--- src/rtl/nco_step_meas.sv ---
// nco_step_meas
//
// Measures the frequency of an asynchronous 1-bit waveform and reports it as
// the NCO step word that reproduces it: f = step * f_clk / 2^WIDTH.
// Rising edges of the synchronized input are counted over a gate of
// 2^GATE_LOG2 clocks. The step word is the edge count shifted left by
// (WIDTH - GATE_LOG2).
//
// Ports:
//   clk         system clock; all state updates on its rising edge
//   reset       asynchronous, active-high reset
//   sig_in      asynchronous waveform under measurement
//   start       request a measurement (honoured only in IDLE)
//   abort       synchronous cancel, returns to IDLE from any state
//   busy        high while arming or measuring
//   meas_valid  result available (DONE)
//   meas_ready  consumer accepts the result
//   edge_count  rising edges counted in the last completed gate
//   step_out    edge_count << (WIDTH - GATE_LOG2), zero-extended
//
// Parameter constraints: WIDTH > GATE_LOG2, GATE_LOG2 >= 2, SYNC_STAGES >= 2.
module nco_step_meas #(
  parameter int WIDTH       = 32,
  parameter int GATE_LOG2   = 16,
  parameter int SYNC_STAGES = 2
) (
  input  logic                 clk,
  input  logic                 reset,
  input  logic                 sig_in,
  input  logic                 start,
  input  logic                 abort,
  output logic                 busy,
  output logic                 meas_valid,
  input  logic                 meas_ready,
  output logic [GATE_LOG2:0]   edge_count,
  output logic [WIDTH-1:0]     step_out
);

  localparam int ARM_W = $clog2(SYNC_STAGES);

  typedef enum logic [1:0] {IDLE, ARM, MEASURE, DONE} state_t;

  state_t                   state_reg, state_next;
  logic [SYNC_STAGES-1:0]   sync_reg;
  logic                     prev_reg;
  logic [ARM_W-1:0]         arm_cnt_reg;
  logic [GATE_LOG2-1:0]     gate_cnt_reg;
  logic [GATE_LOG2:0]       acc_reg;
  logic [GATE_LOG2:0]       edge_count_reg;
  logic [WIDTH-1:0]         step_out_reg;

  logic                     rise;
  logic                     arm_last;
  logic                     gate_last;
  logic                     load_result;
  logic [GATE_LOG2:0]       acc_total;

  assign rise      = sync_reg[SYNC_STAGES-1] & ~prev_reg;
  assign arm_last  = (arm_cnt_reg == ARM_W'(SYNC_STAGES - 1));
  assign gate_last = &gate_cnt_reg;
  // The final gate cycle's edge is folded in while the result is captured.
  assign acc_total = acc_reg + {{GATE_LOG2{1'b0}}, rise};
  // Abort on the last gate cycle discards the measurement.
  assign load_result = (state_reg == MEASURE) && gate_last && !abort;

  // State register
  always_ff @(posedge clk or posedge reset) begin
    if (reset) begin
      state_reg <= IDLE;
    end else begin
      state_reg <= state_next;
    end
  end

  // Next-state logic; abort has priority over every other request.
  always_comb begin
    state_next = state_reg;
    case (state_reg)
      IDLE: begin
        if (start && !abort) state_next = ARM;
      end
      ARM: begin
        if (abort)         state_next = IDLE;
        else if (arm_last) state_next = MEASURE;
      end
      MEASURE: begin
        if (abort)          state_next = IDLE;
        else if (gate_last) state_next = DONE;
      end
      DONE: begin
        if (abort || meas_ready) state_next = IDLE;
      end
      default: state_next = IDLE;
    endcase
  end

  // Synchronizer, edge-detect history, counters and result registers.
  always_ff @(posedge clk or posedge reset) begin
    if (reset) begin
      sync_reg       <= '0;
      prev_reg       <= 1'b0;
      arm_cnt_reg    <= '0;
      gate_cnt_reg   <= '0;
      acc_reg        <= '0;
      edge_count_reg <= '0;
      step_out_reg   <= '0;
    end else begin
      // The synchronizer runs in every state so ARM only has to wait out
      // its depth before edges are trusted.
      sync_reg <= {sync_reg[SYNC_STAGES-2:0], sig_in};
      prev_reg <= sync_reg[SYNC_STAGES-1];

      case (state_reg)
        ARM: begin
          arm_cnt_reg  <= arm_cnt_reg + ARM_W'(1);
          gate_cnt_reg <= '0;
          acc_reg      <= '0;
        end
        MEASURE: begin
          arm_cnt_reg  <= '0;
          gate_cnt_reg <= gate_cnt_reg + GATE_LOG2'(1);
          acc_reg      <= acc_total;
        end
        default: begin
          arm_cnt_reg  <= '0;
          gate_cnt_reg <= '0;
          acc_reg      <= '0;
        end
      endcase

      if (abort) begin
        arm_cnt_reg  <= '0;
        gate_cnt_reg <= '0;
        acc_reg      <= '0;
      end

      // Max count is 2^(GATE_LOG2-1), so the shifted value fits in WIDTH bits.
      if (load_result) begin
        edge_count_reg <= acc_total;
        step_out_reg   <= WIDTH'(acc_total) << (WIDTH - GATE_LOG2);
      end
    end
  end

  assign busy       = (state_reg == ARM) || (state_reg == MEASURE);
  assign meas_valid = (state_reg == DONE);
  assign edge_count = edge_count_reg;
  assign step_out   = step_out_reg;

endmodule

--- config.mk ---
export PLATFORM = sky130hd
export DESIGN_NAME = nco_step_meas
export DESIGN_NICKNAME = d
export VERILOG_FILES = /design/src/rtl/nco_step_meas.sv
export SDC_FILE = /design/constraint.sdc
export NUM_CORES = 1
export LEC_CHECK = 0
export CAP_MARGIN = 0
export CORE_UTILIZATION = 31
export DETAILED_ROUTE_END_ITERATION = 16
export GPL_ROUTABILITY_DRIVEN = 0
export PLACE_DENSITY_LB_ADDON = 0.15
export SLEW_MARGIN = 30
export SYNTH_ARGS = -nofsm -noshare
export SYNTH_HDL_FRONTEND = slang
export SYNTH_SLANG_ARGS = --single-unit
--- constraint.sdc ---
create_clock -name clk -period 3.4 [get_ports clk]
set_input_delay 0.51 -clock clk [delete_from_list [all_inputs] [get_ports clk]]
set_output_delay 0.51 -clock clk [all_outputs]
set_load 0.005 [all_outputs]
==> flow_summary.yaml, run 1 <==
critical_path:
  path_delay_family: "buffers and inverters"
  critPathBufInv: 2
  critPathKind: "flip-flop to primary output"
  cp_max_fo: 4
  crit_path_max_incr_delay_ns: 0.50
  crit_path_end_kind: "primary output"
  crit_required_ns: 2.89
  cp-start-kind: "flip-flop"
  cpMaxStageDelayCell: "clkdlybuf4s50_1"
  arrival_ns: 1.58
  cp_cell_sequence: "inv_1, ha_1, clkdlybuf4s50_1"
die:
  rows: 34
  dieArea_um2: 9590
  die_w_um: 97.9
  initial_core_util_pct: 32.4
  core_area_um2: 8810
  die_h_um: 97.9
  io_pins: 57
logic_synthesis:
  synth_area_per_cell_um2: 10.5
  synth-async-reset-ratio_pct: 100
  synth_edf_count: 0
  synth_top_cell_by_area: "dfrtp_1"
  yosys-top-cells-area: "dfrtp_1, buf_4, mux2i_1, xnor2_1, ha_1"
  yosys.cell_types.count: 39
  synthTopCellsByCount: "dfrtp_1, buf_4, nor2_1"
  syn_area_um2: 2850
  ys.flop_type: "dfrtp_1"
  yosysSeqAreaShare_pct: 49.1
  netlist_instances: 272
  synth_top_area_share_pct: 49.1
  yosysWarningCount: 0
  synth-seq-cells: 56
  synth_most_common_cell: "dfrtp_1"
place:
  hpwl_um: 3750
  io_buffers: 40
  placed_cells: 403
timing:
  tightest_slew_ns: 0.548
  tns_ns: 0
  slew_headroom_pct: 63.4
  rsz0062_at_grt: "false"
  maxSlewViolCount: 0
  skew_ns: 0.00922
  setup_viol: 0
  max_freq_mhz: 479
  final.min_clock_period_ns: 2.09
  period_share_pct: 61.4
  hold_viol_final: 0
grt:
  antenna_found_initial: 0
  grt_pass1_wl_um: 9060
  grt_pass1_vias: 1869
  grt_max_degree: 24
  grt_usage_pct: 11.7
  overflow: 0
layout:
  layout.nets: 317
  drive_gt1_share_pct: 6.29
  area_growth_pct: 15.4
  diodes: 0
  fin_cells: 410
power:
  p_leak_uw: 0.00154
  ir_drop_v: 0.000171
  p_per_area_nw_per_um2: 364
  p_total_uw: 1200
min_path:
  hold_path_class: "flip-flop to flip-flop"
clocking:
  worstSkewPairLatency_ns: 0.31
  cts_tree: "yes"
  hold_buffers: 0
  cts_setup_buffers: 0
  clk_path_buf_depth: 2
  clock-sinks: 56
  numCtsBuffers: 5
  ctsRootBufferMaster: "clkbuf_8"
  htreeDepth: 2
  clkTransAtPathRegs_ns: 0.09
  post_cts_resized: 0
detailed_routing:
  wl_per_cell_um: 12.6
  firstDrtPassIters: 10
  avgViaCountPerCell: 4.57
  drc: 3
  wl_met1_um: 2480
  met3_wirelength_um: 134
  route.met2.wl_um: 2520
  drt_wl_total_um: 5170
  dr.first_iter.drc_count: 36
  ant_nets: 0
  vias: 1872
  top_layer: "met4"
run_status:
  violations: "design-rule violations"
  status: "complete, but fails checks"
job:
  max_cap_viol_count: 0
layout by cell type (no fill, tap or decap), drive strengths merged, types with 5 or more instances in the layout:
master / n
a21oi: 5
buf: 5
clkbuf: 6
clkdlybuf4s50: 40
conb: 16
dfrtp: 56
ha: 9
inv: 22
mux2i: 15
nand2: 9
nand3: 14
nand4: 9
nor2: 27
nor4: 9
xnor2: 16
xor2: 8
power by group:
group          switching (uW)  total, uW  internal [uW]
registers                11.6        695            683
clock network             210        351            141
logic                    81.9        153           70.9
worst register-to-register path, delay by kind of cell, from the launching register on:
kind          cells  cell delay [ns]
simple gates      3             0.78
mux               1             0.13
flops             1             0.40
buf+inv           1             0.29
fa+ha+maj         1             0.27
area by class of cell:
| class | count | area (um^2) |
|---|---|---|
| clock buffer | 6 | 72.6 |
| clock inverter | 1 | 5.00 |
| fill | 884 | 5510 |
| inverter | 22 | 82.6 |
| multi-input combinational | 172 | 1160 |
| sequential | 56 | 1400 |
| tap | 108 | 135 |
| timing repair buffer | 45 | 438 |
metal layers:
layer  global-route usage [%]  vias up
met3                     2.36        4
met1                     15.3      920
met5                        0        -
met4                     2.80        0
met2                     19.9       33
li1                         -      915
worst paths after layout:
check / endpoint / depth (start not counted) / start / slack [ns]
worst max-delay path: busy / 3 / state_reg[1] / 1.31
worst min-delay path: sync_reg[1] / 0 / sync_reg[0] / 0.36
worst max register to register: edge_count[7] / 6 / gate_cnt_reg[0] / 1.43
worst min register to register: sync_reg[1] / 0 / sync_reg[0] / 0.36
max in group asynchronous: acc_reg[16] / 3 / reset / 2.30
min in group asynchronous: edge_count[9] / 2 / reset / 0.48
through the flow:
step                area, um^2  worst slack [ns]  hold WS (ns)  utilization, %
CTS                       3290              1.30         0.362            37.4
global placement          3210              1.23         0.332            36.5
detailed placement        3210              1.20         0.340            36.5
global route              3290              1.23         0.374            37.4
floorplan                 2910              1.52         0.331               -
finish                    3290              1.31         0.358            37.4
kinds of logic after synthesis:
family	synth area share, %
other	0.131
AO/OA/AOI/OAI	3.03
XOR/XNOR	7.37
flip-flops	49.1
multiplexers	6.05
adder cells (fa/ha/maj)	3.95
AND/OR/NAND/NOR	18.1
buffers and inverters	12.3
Note: power is estimated with default switching activity, not from simulation.
==> inputs of run 2 (changes only) <==
clock period = 1.9 ns   (was 3.4 ns; I/O delays follow)
==> run 2 against run 1 <==
Compared with the run above:
- the run still ends with design-rule violations left
- sequential power increased by 78%
- setup slack got worse by 1.2 ns
- combinational power increased by 98%
- wire length decreased by 2.9%
- first-iteration DRC count increased by 81%
- hold slack got worse by 0.020 ns
- critical path depth unchanged
- critical path type unchanged
- critical endpoint is now meas_valid
- largest cell class unchanged
- highest routed layer unchanged
==> flow_summary.yaml, run 2 (synthesized netlist as in run 1, its figures left out) <==
run_status:
  status: "complete, but fails checks"
  violations: "design-rule violations"
place:
  io_buffers: 40
  placed_cells: 407
  hpwl_um: 3530
detailed_routing:
  ant_nets: 0
  firstDrtPassIters: 10
  wl_per_cell_um: 12.0
  avgViaCountPerCell: 4.48
  dr.first_iter.drc_count: 65
  drc: 3
  drt_wl_total_um: 5020
  vias: 1874
clocking:
  clk_path_buf_depth: 2
  worstSkewPairLatency_ns: 0.32
  htreeDepth: 2
  numCtsBuffers: 5
  cts_tree: "yes"
  clock-sinks: 56
  clkTransAtPathRegs_ns: 0.10
  ctsRootBufferMaster: "clkbuf_8"
  hold_buffers: 0
grt:
  antenna_found_initial: 0
  grtUsageMet1_pct: 14.8
  busiest_layer: "met2"
  grt_max_degree: 57
  grt_pass1_wl_um: 8740
  grt_util_met2_pct: 18.5
  met3_usage_pct: 2.36
  grt_pass1_vias: 1820
  overflow: 0
  grt_usage_pct: 11.3
layout:
  diodes: 0
  mostFrequentLayoutCell: "dfrtp_1"
  final_cell_mix: "dfrtp_1, clkdlybuf4s50_1, nor2_1"
  fin_cells: 418
  drive_gt1_share_pct: 10.0
  area_growth_pct: 19.1
  num-fill-cells: 884
  layout.nets: 324
critical_path:
  arrival_ns: 1.52
  crit_path_end_kind: "primary output"
  cp-start-kind: "flip-flop"
  cp_max_fo: 4
  crit_required_ns: 1.62
  critPathKind: "flip-flop to primary output"
timing:
  final.min_clock_period_ns: 1.81
  tns_ns: 0
  hold_ws_ns: 0.338
  max_freq_mhz: 553
  skew_ns: 0.00958
  maxSlewViolCount: 0
  period_share_pct: 95.3
  rsz0062_at_grt: "false"
  setup_viol: 0
  hold_viol_final: 0
die:
  io_pins: 57
  rows: 34
  dieArea_um2: 9590
  die_w_um: 97.9
  die_h_um: 97.9
  core_area_um2: 8810
  initial_core_util_pct: 32.4
power:
  p_per_area_nw_per_um2: 648
  p_total_uw: 2200
  p_leak_uw: 0.00160
  ir_drop_v: 0.000468
job:
  max_cap_viol_count: 0
min_path:
  hold_path_class: "primary input to asynchronous set/reset pin"
## run 2: changes by cell type in the layout (fill, tap and decap cells not counted), moves of 2 or more
cell    before  now
buf_12       0    2
nor4_1       9    7
buf_4        5   10
nor4_2       0    2
## run 2: final timing paths
check | startpoint | to | slack [ns] | cells after the start
min reg2reg | sync_reg[0] | sync_reg[1] | 0.34 | 0
max | state_reg[1] | meas_valid | 0.09 | 3
max in group asynchronous | reset | edge_count[1] | 1.32 | 3
max reg2reg | gate_cnt_reg[0] | edge_count[4] | 0.15 | 6
min | reset | acc_reg[3] | 0.34 | 3
min in group clk | sync_reg[0] | sync_reg[1] | 0.34 | 0
## run 2: layer usage
layer	vias up	wire (um)	part of all wire [%]
met5	-	0	0
met4	0	58	1.2
met3	8	152	3.0
met2	32	2460	49
met1	904	2350	47
li1	930	-	-
## run 2: layout make-up
cell class | instances | area [um^2] | share of cell area (%)
clock buffers | 6 | 72.6 | 2.14
clock inverters | 2 | 16.3 | 0.479
inverters | 22 | 82.6 | 2.43
multi-input cells | 172 | 1170 | 34.5
flip-flops and latches | 56 | 1400 | 41.2
well taps | 108 | 135 | 3.98
repair buffers | 52 | 518 | 15.2
## run 2: report_power, final
group          switching, uW  leakage [uW]  internal (uW)
clock network            396     0.0000414            263
registers               18.2      0.000693           1220
logic                    152      0.000861            151
total                    566       0.00160           1640
## run 2: timing repair
item	CTS	global route
setup endpoints to repair	0	4
setup buffers	0	3
gates resized for setup	0	5
## run 2: through the flow
| step | cell area, um^2 | util, % | setup slack, ns |
|---|---|---|---|
| finish | 3400 | 38.6 | 0.0902 |
| global route | 3400 | 38.6 | 0.00992 |
| CTS | 3360 | 38.1 | 0.0121 |
| detailed placement | 3270 | 37.1 | 0.113 |
| global placement | 3270 | 37.1 | 0.102 |
| floorplan | 2910 | - | 0.155 |
## run 2: worst max-delay path: stages (launching register included)
cell             delay [ns]
dfrtp_1                0.43
buf_4                  0.15
ha_1                   0.19
clkdlybuf4s50_1        0.45
==> inputs of run 3 (changes only) <==
clock period = 2.2 ns   (was 1.9 ns; I/O delays follow)
==> run 3 against run 2 <==
Compared with the run above:
- the run still ends with design-rule violations left
- count of clock-buffer cells in the layout down 1
- flip-flop and latch count unchanged
- core utilization down 0.57 points
- wire length up 3.7%
- register-to-register slack better by 0.21 ns
- sequential share of layout area up 0.62 points
- hold slack worse by 0.0042 ns
- global-route usage about the same
- die area unchanged
- critical path type unchanged
- largest cell class unchanged
- largest power group unchanged
==> flow_summary.yaml, run 3 (synthesized netlist as in run 1, its figures left out) <==
run_status:
  status: "complete, but fails checks"
  violations: "design-rule violations"
power:
  power_switching_uw: 513
  p_int_uw: 1410
  p_leak_uw: 0.00156
  swShare_pct: 26.7
  p_total_uw: 1920
  pwr-share-seq_pct: 56.0
  ir_drop_v: 0.000342
  power_frac_comb_pct: 12.7
  power_frac_clock_pct: 31.3
  p_per_area_nw_per_um2: 573
critical_path:
  cpMaxStageDelayCell: "clkdlybuf4s50_1"
  crit_path_max_incr_delay_ns: 0.50
  r2r-start: "prev_reg"
  reg2reg_slack_ns: 0.36
  cp-start-kind: "flip-flop"
  cp_cell_sequence: "inv_1, ha_1, clkdlybuf4s50_1"
  arrival_ns: 1.59
  r2r-end: "edge_count[14]"
  critPathBufInv: 2
  cp_max_fo: 4
  path_delay_family: "buffers and inverters"
  crit_required_ns: 1.87
  rr_worst_depth: 7
  crit_path_end_kind: "primary output"
  critPathKind: "flip-flop to primary output"
detailed_routing:
  ant_nets: 0
  vias: 1844
  wl_per_cell_um: 12.6
  drc: 3
  avgViaCountPerCell: 4.46
  dr.first_iter.drc_count: 58
  firstDrtPassIters: 10
  drt_wl_total_um: 5210
layout:
  num-fill-cells: 873
  drive_gt1_share_pct: 7.54
  final_cell_mix: "dfrtp_1, clkdlybuf4s50_1, nor2_1"
  area_growth_pct: 17.4
  diodes: 0
  layout.nets: 319
  mostFrequentLayoutCell: "dfrtp_1"
grt:
  antenna_found_initial: 0
  grt_pass1_vias: 1877
  grt_pass1_wl_um: 8790
  grt_max_degree: 31
  grt_usage_pct: 11.3
  overflow: 0
die:
  initial_core_util_pct: 32.4
  core_area_um2: 8810
  dieArea_um2: 9590
  rows: 34
  io_pins: 57
  die_w_um: 97.9
  die_h_um: 97.9
place:
  hpwl_um: 3770
  io_buffers: 40
min_path:
  hold_path_class: "primary input to asynchronous set/reset pin"
clocking:
  cts_tree: "yes"
  ctsRootBufferMaster: "clkbuf_8"
  htreeDepth: 2
  numCtsBuffers: 5
  clk_path_buf_depth: 2
  cts_setup_buffers: 0
  worstSkewPairLatency_ns: 0.32
  hold_buffers: 0
  post_cts_resized: 0
  clkTransAtPathRegs_ns: 0.12
  clock-sinks: 56
timing:
  maxSlewViolCount: 0
  tns_ns: 0
  final.min_clock_period_ns: 1.92
  hold_viol_final: 0
  setup_viol: 0
  period_share_pct: 87.2
  rsz0062_at_grt: "false"
  max_freq_mhz: 521
  skew_ns: 0.0169
job:
  max_cap_viol_count: 0
run 3: cell type report:
class                           instances  area, um^2  area share (%)
Multi-Input combinational cell        172        1160            34.6
Clock inverter                          3        25.0           0.747
Clock buffer                            5        68.8            2.06
Inverter                               22        82.6            2.47
Timing Repair Buffer                   47         478            14.3
Sequential cell                        56        1400            41.9
Tap cell                              108         135            4.04
run 3: power groups by stage:
stage / clock, uW / combinational, uW / sequential, uW
2_1_floorplan: 0 / 170 / 1090
3_3_place_gp: 0 / 246 / 1090
3_5_place_dp: 0 / 247 / 1090
4_1_cts: 630 / 250 / 1070
5_1_grt: 673 / 277 / 1080
6_report: 601 / 243 / 1070
run 3: worst max-delay path by stage:
stage | from | to | slack (ns) | depth (start not counted)
after global routing | prev_reg | edge_count[12] | 0.13 | 7
after global placement | abort | state_reg[0] | 0.39 | 5
after CTS | state_reg[0] | busy | 0.26 | 3
after floorplan | state_reg[0] | edge_count[0] | 0.46 | 5
final | state_reg[0] | busy | 0.28 | 3
after detailed placement | prev_reg | edge_count[14] | 0.33 | 7
run 3: worst reg2reg max path, delay by kind of cell, from the launching register on:
kind | cells | cell delay (ns)
AND/OR/NAND/NOR | 2 | 0.49
adder cells (fa/ha/maj) | 2 | 0.47
flip-flops | 1 | 0.38
XOR/XNOR | 1 | 0.19
buffers and inverters | 1 | 0.11
multiplexers | 1 | 0.10
run 3: routing by layer:
metal	global-route usage [%]	share of wire [%]	vias to the layer above
li1	-	-	917
met1	14.3	47	886
met2	19.6	49	34
met3	2.36	2.5	7
met4	3.15	0.98	0
met5	0	0	-
run 3: per-stage QoR:
| step | hold WS [ns] | utilization (%) | worst slack, ns | instances | area [um^2] |
|---|---|---|---|---|---|
| 2_1_floorplan | 0.331 | - | 0.455 | 287 | 2910 |
| 6_report | 0.334 | 38.0 | 0.281 | 413 | 3350 |
| 5_1_grt | 0.366 | 38.0 | 0.135 | 413 | 3350 |
| 3_3_place_gp | 0.338 | 37.0 | 0.386 | 405 | 3250 |
| 3_5_place_dp | 0.342 | 37.0 | 0.335 | 405 | 3250 |
| 4_1_cts | 0.355 | 38.0 | 0.259 | 413 | 3350 |
